$ cat src/rtl/vga_plot_arbiter_pkg.sv
// Shared definitions for the VGA plot arbiter slice.
//   state_t : arbiter sequencing states (IDLE, DRAW, DONE)
//   SCR_W/SCR_H : adapter resolution
//   XW/YW : adapter x/y coordinate widths
package vga_pkg;

  localparam int unsigned SCR_W = 160;
  localparam int unsigned SCR_H = 120;
  localparam int unsigned XW    = 8;
  localparam int unsigned YW    = 7;

  typedef enum logic [1:0] {
    IDLE = 2'd0,
    DRAW = 2'd1,
    DONE = 2'd2
  } state_t;

endpackage

$ cat src/rtl/vga_plot_arbiter_rr_pick.sv
// Combinational round-robin selector.
//   req        : request vector
//   last_grant : most recently granted index; search starts one above it
//   valid      : at least one request set
//   index      : first set request found searching upward (with wrap)
module rr_pick #(
  parameter int unsigned N  = 4,
  parameter int unsigned GW = 2
) (
  input  logic [N-1:0]  req,
  input  logic [GW-1:0] last_grant,
  output logic          valid,
  output logic [GW-1:0] index
);

  int unsigned c;

  always_comb begin
    valid = 1'b0;
    index = '0;
    c     = 0;
    for (int unsigned i = 1; i <= N; i++) begin
      c = (32'(last_grant) + i) % N;
      if (!valid && req[c]) begin
        valid = 1'b1;
        index = GW'(c);
      end
    end
  end

endmodule

$ cat src/rtl/vga_plot_arbiter.sv
// Shares the VGA adapter write port between NUM_REQ lane drawers and a
// full-screen clear. Rectangles are emitted one pixel per cycle in raster
// order; off-screen pixels take a cycle but are not plotted.
//   clk, resetn          : clock, asynchronous active-high reset
//   req/req_x/req_y/req_colour : per-lane level requests and packed fields
//   clear_req            : full-screen clear request (beats all lanes)
//   pause                : stall grants and pixel advance
//   done / clear_done    : one-cycle completion pulses
//   busy                 : high while drawing or completing
//   vga_x/vga_y/vga_colour/vga_plot : registered adapter write port
module vga_plot_arbiter
  import vga_pkg::state_t;
  import vga_pkg::IDLE;
  import vga_pkg::DRAW;
  import vga_pkg::DONE;
  import vga_pkg::XW;
  import vga_pkg::YW;
#(
  parameter int unsigned NUM_REQ      = 4,
  parameter int unsigned BOX_W        = 4,
  parameter int unsigned BOX_H        = 2,
  parameter int unsigned SCR_W        = vga_pkg::SCR_W,
  parameter int unsigned SCR_H        = vga_pkg::SCR_H,
  parameter logic [2:0]  CLEAR_COLOUR = 3'b000
) (
  input  logic                  clk,
  input  logic                  resetn,
  input  logic [NUM_REQ-1:0]    req,
  input  logic [XW*NUM_REQ-1:0] req_x,
  input  logic [YW*NUM_REQ-1:0] req_y,
  input  logic [3*NUM_REQ-1:0]  req_colour,
  input  logic                  clear_req,
  input  logic                  pause,
  output logic [NUM_REQ-1:0]    done,
  output logic                  clear_done,
  output logic                  busy,
  output logic [XW-1:0]         vga_x,
  output logic [YW-1:0]         vga_y,
  output logic [2:0]            vga_colour,
  output logic                  vga_plot
);

  localparam int unsigned GW = (NUM_REQ > 1) ? $clog2(NUM_REQ) : 1;

  state_t        state, state_nx;
  logic [XW-1:0] cx, ox, w;
  logic [YW-1:0] cy, oy, h;
  logic [2:0]    col;
  logic          mode_clear;
  logic [GW-1:0] last_grant;

  logic          pick_valid;
  logic [GW-1:0] pick_idx;
  logic          grant, gen, last_px;
  logic [XW:0]   sum_x;
  logic [YW:0]   sum_y;

  rr_pick #(.N(NUM_REQ), .GW(GW)) u_pick (
    .req        (req),
    .last_grant (last_grant),
    .valid      (pick_valid),
    .index      (pick_idx)
  );

  assign sum_x   = {1'b0, ox} + {1'b0, cx};
  assign sum_y   = {1'b0, oy} + {1'b0, cy};
  assign last_px = (cx == w - XW'(1)) && (cy == h - YW'(1));

  always_comb begin
    state_nx = state;
    grant    = 1'b0;
    gen      = 1'b0;
    unique case (state)
      IDLE: if (!pause && (clear_req || pick_valid)) begin
        grant    = 1'b1;
        state_nx = DRAW;
      end
      DRAW: if (!pause) begin
        gen = 1'b1;
        if (last_px) state_nx = DONE;
      end
      DONE:    state_nx = IDLE;
      default: state_nx = IDLE;
    endcase
  end

  always_comb begin
    done       = '0;
    clear_done = 1'b0;
    busy       = (state != IDLE);
    if (state == DONE) begin
      if (mode_clear) clear_done = 1'b1;
      else            done[last_grant] = 1'b1;
    end
  end

  always_ff @(posedge clk or posedge resetn) begin
    if (resetn) begin
      state      <= IDLE;
      cx         <= '0;
      cy         <= '0;
      ox         <= '0;
      oy         <= '0;
      w          <= '0;
      h          <= '0;
      col        <= '0;
      mode_clear <= 1'b0;
      last_grant <= GW'(NUM_REQ - 1);
      vga_x      <= '0;
      vga_y      <= '0;
      vga_colour <= '0;
      vga_plot   <= 1'b0;
    end else begin
      state    <= state_nx;
      // Plot only ever follows a generated pixel; coordinates hold otherwise.
      vga_plot <= 1'b0;
      if (grant) begin
        cx <= '0;
        cy <= '0;
        if (clear_req) begin
          ox         <= '0;
          oy         <= '0;
          w          <= XW'(SCR_W);
          h          <= YW'(SCR_H);
          col        <= CLEAR_COLOUR;
          mode_clear <= 1'b1;
        end else begin
          ox         <= req_x[XW*pick_idx +: XW];
          oy         <= req_y[YW*pick_idx +: YW];
          col        <= req_colour[3*pick_idx +: 3];
          w          <= XW'(BOX_W);
          h          <= YW'(BOX_H);
          mode_clear <= 1'b0;
          last_grant <= pick_idx;
        end
      end
      if (gen) begin
        vga_x      <= sum_x[XW-1:0];
        vga_y      <= sum_y[YW-1:0];
        vga_colour <= col;
        vga_plot   <= (sum_x < (XW+1)'(SCR_W)) && (sum_y < (YW+1)'(SCR_H));
        if (cx == w - XW'(1)) begin
          cx <= '0;
          cy <= cy + YW'(1);
        end else begin
          cx <= cx + XW'(1);
        end
      end
    end
  end

endmodule

$ cat config.mk
export PLATFORM = sky130hd
export DESIGN_NAME = vga_plot_arbiter
export DESIGN_NICKNAME = d
export VERILOG_FILES = /design/src/rtl/vga_plot_arbiter_pkg.sv /design/src/rtl/vga_plot_arbiter_rr_pick.sv /design/src/rtl/vga_plot_arbiter.sv
export SDC_FILE = /design/constraint.sdc
export NUM_CORES = 1
export LEC_CHECK = 0
export ABC_AREA = 1
export CAP_MARGIN = 5
export CORE_ASPECT_RATIO = 1.2
export CORE_UTILIZATION = 46
export CTS_BUF_LIST = sky130_fd_sc_hd__clkbuf_16
export DETAILED_ROUTE_END_ITERATION = 6
export HOLD_SLACK_MARGIN = 0.12
export PLACE_DENSITY_LB_ADDON = 0.25
export SYNTH_ARGS = -nofsm -noshare
export SYNTH_HDL_FRONTEND = slang
export SYNTH_SLANG_ARGS = --single-unit
$ cat constraint.sdc
create_clock -name clk -period 2.1 [get_ports clk]
set_input_delay 0.42 -clock clk [delete_from_list [all_inputs] [get_ports clk]]
set_output_delay 0.42 -clock clk [all_outputs]
set_load 0.01 [all_outputs]
Word-level counts from Yosys, hierarchy flattened

Index checks and enable logic that the tools add are counted.

Bitwise logic cells: 1
Add/sub/neg operators: 10
Mux-type cells: 43
Reduce and logical (&&, ||, !) cells: 17
Multiply operators: 2
Shift operators: 3
Equality and inequality tests: 7
Order comparisons: 8

Operators by type and width:

| cell                | count |
|---|---|
| $mux 8              | 5 |
| $mux 7              | 5 |
| $shiftx 32x6->8     | 1 |
| $shiftx 28x6->7     | 1 |
| $mux 1              | 17 |
| $lt 2x3->1 const B  | 5 |
| $mux 2              | 7 |
| $shiftx 12x5->3     | 1 |
| $add 8x8->9         | 1 |
| $lt 9x8->1 const B  | 1 |
| $add 7x7->8         | 1 |
| $add 8x1->8 const B | 1 |
| $bmux 1 s2          | 4 |
| $eq 8x8->1          | 1 |
| $lt 8x7->1 const B  | 1 |
| $mux 4              | 2 |
| $sub 8x1->8 const B | 1 |
| $add 7x1->7 const B | 1 |
| $eq 7x7->1          | 1 |
| $logic_and 1x1->1   | 7 |
| $sub 7x1->7 const B | 1 |
| $ne 2x2->1 const B  | 3 |
| $mul 3x2->5 const A | 1 |
| $add 2x1->2 const B | 2 |
| 15 further kinds    | 20 |

Logic and storage cells: 105
Output and inout bits: 25
Input bits: 80
Bits in registers: 72

Longest topological paths before layout

Depth after elaboration: 20
Gate-level depth with buffers: 17
Depth with buffers taken out: 15

Modules after synthesis

A second synthesis with hierarchy kept.

Cells, all modules: 582
Area total of the unflattened synthesis: 4212.8 um^2

By module, submodules not included:

| module           | times used | area an instance (um^2) | cells an instance | sequential area each (um^2) |
|---|---|---|---|---|
| vga_plot_arbiter | 1          | 3922.5                  | 533               | 1453.9 |
| rr_pick          | 1          | 290.3                   | 49                | 0.0 |

Least setup slack after synthesis

No wires, ideal clock.

Path kind: reg2reg
Start: reg last_grant[0]
End: reg col[2]
Setup time: 0.117 ns
Path slack: -0.167 ns
Arrival: 2.150 ns
Required time: 1.983 ns
Path buffers: 2
Clock period less this slack: 2.267 ns
Stages on the path, launching flop included: 15
Path through: dfstp_2 -> buf_6 -> inv_12 -> ha_1 -> inv_1 -> nand3_2 -> nand2_2 -> inv_4 -> nand3_1 -> nand2_1 -> a21oi_4 -> buf_4 -> nand3_1 -> nand3_1 -> nand2_1

Cells in the longest elaborated chain, start to end: 17
Elaborated cells on any way between the ends: 33
Those cells by class: add/sub: 4; mul: 1; shift: 1; mux: 19; reduce/logical: 8

Ends and longest elaborated chain:

| item                                                 | line                    | RTL |
|---|---|---|
| from (decl)                                          | vga_plot_arbiter.sv:50  | `logic [GW-1:0] last_grant;` |
| from (signal assigned)                               | vga_plot_arbiter.sv:108 | `last_grant <= GW'(NUM_REQ - 1);` |
| from (signal assigned)                               | vga_plot_arbiter.sv:134 | `last_grant <= pick_idx;` |
| branches (longest 17 deep; another with $add 2x1->2) | n/a                     |  |
| to (signal assigned)                                 | vga_plot_arbiter.sv:130 | `col <= req_colour[3*pick_idx +: 3];` |
| to (decl)                                            | vga_plot_arbiter.sv:48  | `logic [2:0] col;` |

Several ways; the timed one is not identified. The select of a mux whose other input is x is not followed.
A chain may end at the register's enable or synchronous reset.

Worst setup path in the final report

Start: reg last_grant[0]
End: reg cy[6]

Cells in the longest elaborated chain, start to end: 20
Elaborated cells on any way between the ends: 29
Those cells by class: add/sub: 4; mux: 17; reduce/logical: 8

Ends and longest elaborated chain:

| item                         | line                           | RTL |
|---|---|---|
| $add 2x1->2                  | vga_plot_arbiter_rr_pick.sv:23 | `c = (32'(last_grant) + i) % N;` |
| $bmux 1 s2                   | vga_plot_arbiter_rr_pick.sv:24 | `if (!valid && req[c]) begin` |
| $mux 1 (implied by the code) | vga_plot_arbiter_rr_pick.sv:24 |  |
| $mux 1                       | vga_plot_arbiter_rr_pick.sv:24 |  |
| $logic_not 1->1              | vga_plot_arbiter_rr_pick.sv:24 |  |
| $logic_and 1x1->1            | vga_plot_arbiter_rr_pick.sv:24 |  |
| $mux 1                       | vga_plot_arbiter_rr_pick.sv:24 |  |
| $logic_not 1->1              | vga_plot_arbiter_rr_pick.sv:24 |  |
| [4 not listed]               | n/a                            |  |
| $mux 1 *                     | vga_plot_arbiter_rr_pick.sv:24 |  |
| $logic_or 1x1->1 *           | vga_plot_arbiter.sv:74         | `IDLE: if (!pause && (clear_req \|\| pick_valid)) begin` |
| $logic_and 1x1->1 *          | vga_plot_arbiter.sv:74         |  |
| $mux 1 *                     | vga_plot_arbiter.sv:74         |  |
| $mux 1 *                     | vga_plot_arbiter.sv:73         | `unique case (state)` |
| $mux 7 *                     | vga_plot_arbiter.sv:117        | `if (grant) begin` |
| $mux 7                       | vga_plot_arbiter.sv:142        | `if (cx == w - XW'(1)) begin` |
| $mux 7 *                     | vga_plot_arbiter.sv:137        | `if (gen) begin` |
| to (signal assigned)         | vga_plot_arbiter.sv:144        | `cy <= cy + YW'(1);` |
| to (decl)                    | vga_plot_arbiter.sv:47         | `logic [YW-1:0] cy, oy, h;` |

Every way passes the cells marked *; elsewhere a longest branch is shown, timed or not. The select of a mux whose other input is x is not followed.

==> flow_summary.ini <==
[status]
status = finished, violations left
violations = setup timing

[finish]
fin_util_pct = 69.4
insertedDiodeCount = 0
finalInstanceArea_um2 = 6310
layout_commonest_cell = nand2_1
final_cell_mix = 182 x nand2_1, 100 x clkdlybuf4s50_1, 94 x nand3_1
area_growth_pct = 46.6
final_nets = 849
layout-drive-gt1-share_pct = 17.6

[cts]
cts.sinks = 58
tritoncts = done
clkTransAtPathRegs_ns = 0.05
root_buffer = clkbuf_16
cts_made_buffers = 9
cts.path.max_buffers = 2
cts_hold_buf = 0
clock_latency_ns = 0.33
htree_levels = 3

[placement]
port_buffers = 104
gp_congestion = 0.942
dpl_cell_area_um2 = 5700
post-place-ws_ns = -0.202
dp_hpwl_um = 8320

[worst_setup_path]
reg2reg_slack_ns = -0.12
cp-end-kind = flip-flop
worst_path_largest_cell_delay_ns = 0.63
startpoint_type = flip-flop
path_cells = inv_12 -> ha_4 -> inv_4 -> nand3_2 -> nand2_2 -> inv_4 -> nand4_4 -> o21ai_1 -> inv_1 -> nand2_2 -> buf_6 -> buf_6 -> nand2_2 -> a21oi_2
r2r_cells = 14
critPathKind = reg2reg
cp.depth = 14
cpLargestDelayFamily = flip-flops
crit_buf_inv = 6
cpMostUsedCell = nand2_2
r2r-end = cy[6]
cp_slowest_cell = dfstp_2
arrival_ns = 2.48
path_max_fanout = 7
critPathRequiredTime_ns = 2.36
crit-reg2reg-launch = last_grant[0]

[synthesis]
synth.ff_latch_count = 58
syn_inst = 606
synth-main-ff-cell = dfrtp_1
avgSynthCellArea_um2 = 7.10
synth_top_area_share_pct = 32.6
synth_edf_count = 0
synth.top_cells.by_area = dfrtp_1 33%, nand2_1 17%, nand3_1 13%
ys_async_sr_fraction_pct = 100
yosysWarnings = 0
synthesis.area_um2 = 4300
synth_cell_types = 38
yosysSeqAreaShare_pct = 33.8
synth_largest_area_cell = dfrtp_1
syn-num-nets = 711

[global_routing]
grt_pass1_wl_um = 19500
grt_usage_pct = 24.9
antenna_found_initial = 0
grt_max_degree = 59
grt_overflow = 0
grt_pass1_vias = 4321

[drt]
routedLengthMet1_um = 4820
drt-vias-per-instance = 5.06
ant_nets = 0
drc = 0
drtIter0Drc = 189
wl_um = 11700
vias = 4389
route.met2.wl_um = 6120
wl_met3_um = 481
top_layer_used = met4
drt-pass1-iter-count = 4
wl_per_cell_um = 13.4

[power_and_ir_drop]
peakVddDrop_v = 0.000801
leakage_uw = 0.00312
finalPower_uw = 9580
p_per_area_nw_per_um2 = 1520

[hold_path]
worstHoldPathType = in2async

[timing]
setup_tns_ns = -2.24
fin_crit_sh_pct = 106
finalHoldViolCount = 0
worst_slew_pin_slew_ns = 0.373
max_slew_margin_pct = 74.5
rsz0062_at_grt = yes
maxSlewViolCount = 0
skew_ns = 0.00541
report.final.setup_viol = 31
setup_slack_ns = -0.118
period_minus_slack_ns = 2.22
max_freq_mhz = 451

[die]
die_area_um2 = 9740
ioPinCount = 105
start_util_pct = 47.4
die_y_um = 108
dieWidth_um = 90.3
core_um2 = 9080
rows = 38

[job]
cap_violations = 0
-- metrics by stage --
step	std cells	hold WS (ns)
after global routing	868	0.498
after detailed placement	845	0.467
after floorplan	606	0.449
after CTS	866	0.479
final	868	0.468
after global placement	845	0.454
-- worst max-delay path by stage --
stage | slack, ns | end | from
after floorplan | -0.02 | oy[5] | last_grant[0]
after global placement | -0.17 | ox[0] | req[3]
after detailed placement | -0.20 | ox[0] | req[0]
after CTS | -0.09 | cy[6] | last_grant[0]
after global routing | -0.21 | ox[1] | last_grant[0]
final | -0.12 | cy[6] | last_grant[0]
-- layout make-up --
| cell class | count | area (um2) |
|---|---|---|
| clock inverters | 6 | 35.0 |
| repair buffers | 144 | 1470 |
| fillers | 709 | 2780 |
| inverters | 77 | 307 |
| flip-flops and latches | 58 | 1460 |
| multi-input cells | 454 | 2660 |
| well taps | 120 | 150 |
| clock buffers | 9 | 225 |
-- state kept, by name (all words and copies together) (netlist names), 3 cells and up --
signal,flops
vga_x,8
vga_y,7
oy,7
cx,8
col,3
ox,8
cy,7
vga_colour,3
-- repair_timing --
item | 4_1_cts | 5_1_grt
gates resized for setup | 44 | 33
pin swaps | 12 | 18
setup endpoints to repair | 35 | 41
cloned | 4 | 1
buffers inserted | 3 | 1
-- worst register-to-register path, delay by kind of cell (launching register included) --
kind | cells | cell delay (ns)
buf+inv | 6 | 0.53
compound gates | 2 | 0.29
fa+ha+maj | 1 | 0.30
flops | 1 | 0.63
simple gates | 5 | 0.40
-- Yosys cell counts (3+ instances only) --
master / number
xor2_1: 12
nand3_1: 111
a21oi_1: 13
inv_1: 73
nand4_1: 4
nand2_4: 4
buf_4: 3
nand2_2: 6
xnor2_1: 5
buf_6: 6
dfrtp_1: 56
nand3_2: 3
ha_1: 23
buf_2: 8
nor2_1: 27
nand2_1: 192
clkbuf_1: 3
o21ai_0: 27
-- routing by layer --
layer | track usage (%) | vias to the layer above
li1 | - | 2229
met1 | 29.7 | 2008
met2 | 45.6 | 128
met3 | 4.38 | 24
met4 | 7.83 | 0
met5 | 0 | -
-- where the power goes --
group | internal [uW] | switching, uW
clock network | 779 | 492
logic | 2780 | 3690
registers | 1520 | 317
total | 5080 | 4500
-- cell families after synthesis --
family | after synthesis | synth area share, %
AOI/OAI and AO/OA | 49 | 6.26
xor gates and xnor gates | 17 | 3.46
buffers and inverters | 97 | 10.4
DFF | 58 | 33.8
adders and majority gates | 25 | 7.62
and+or+nand+nor | 360 | 38.5
Power figures use the tool's default switching activity.
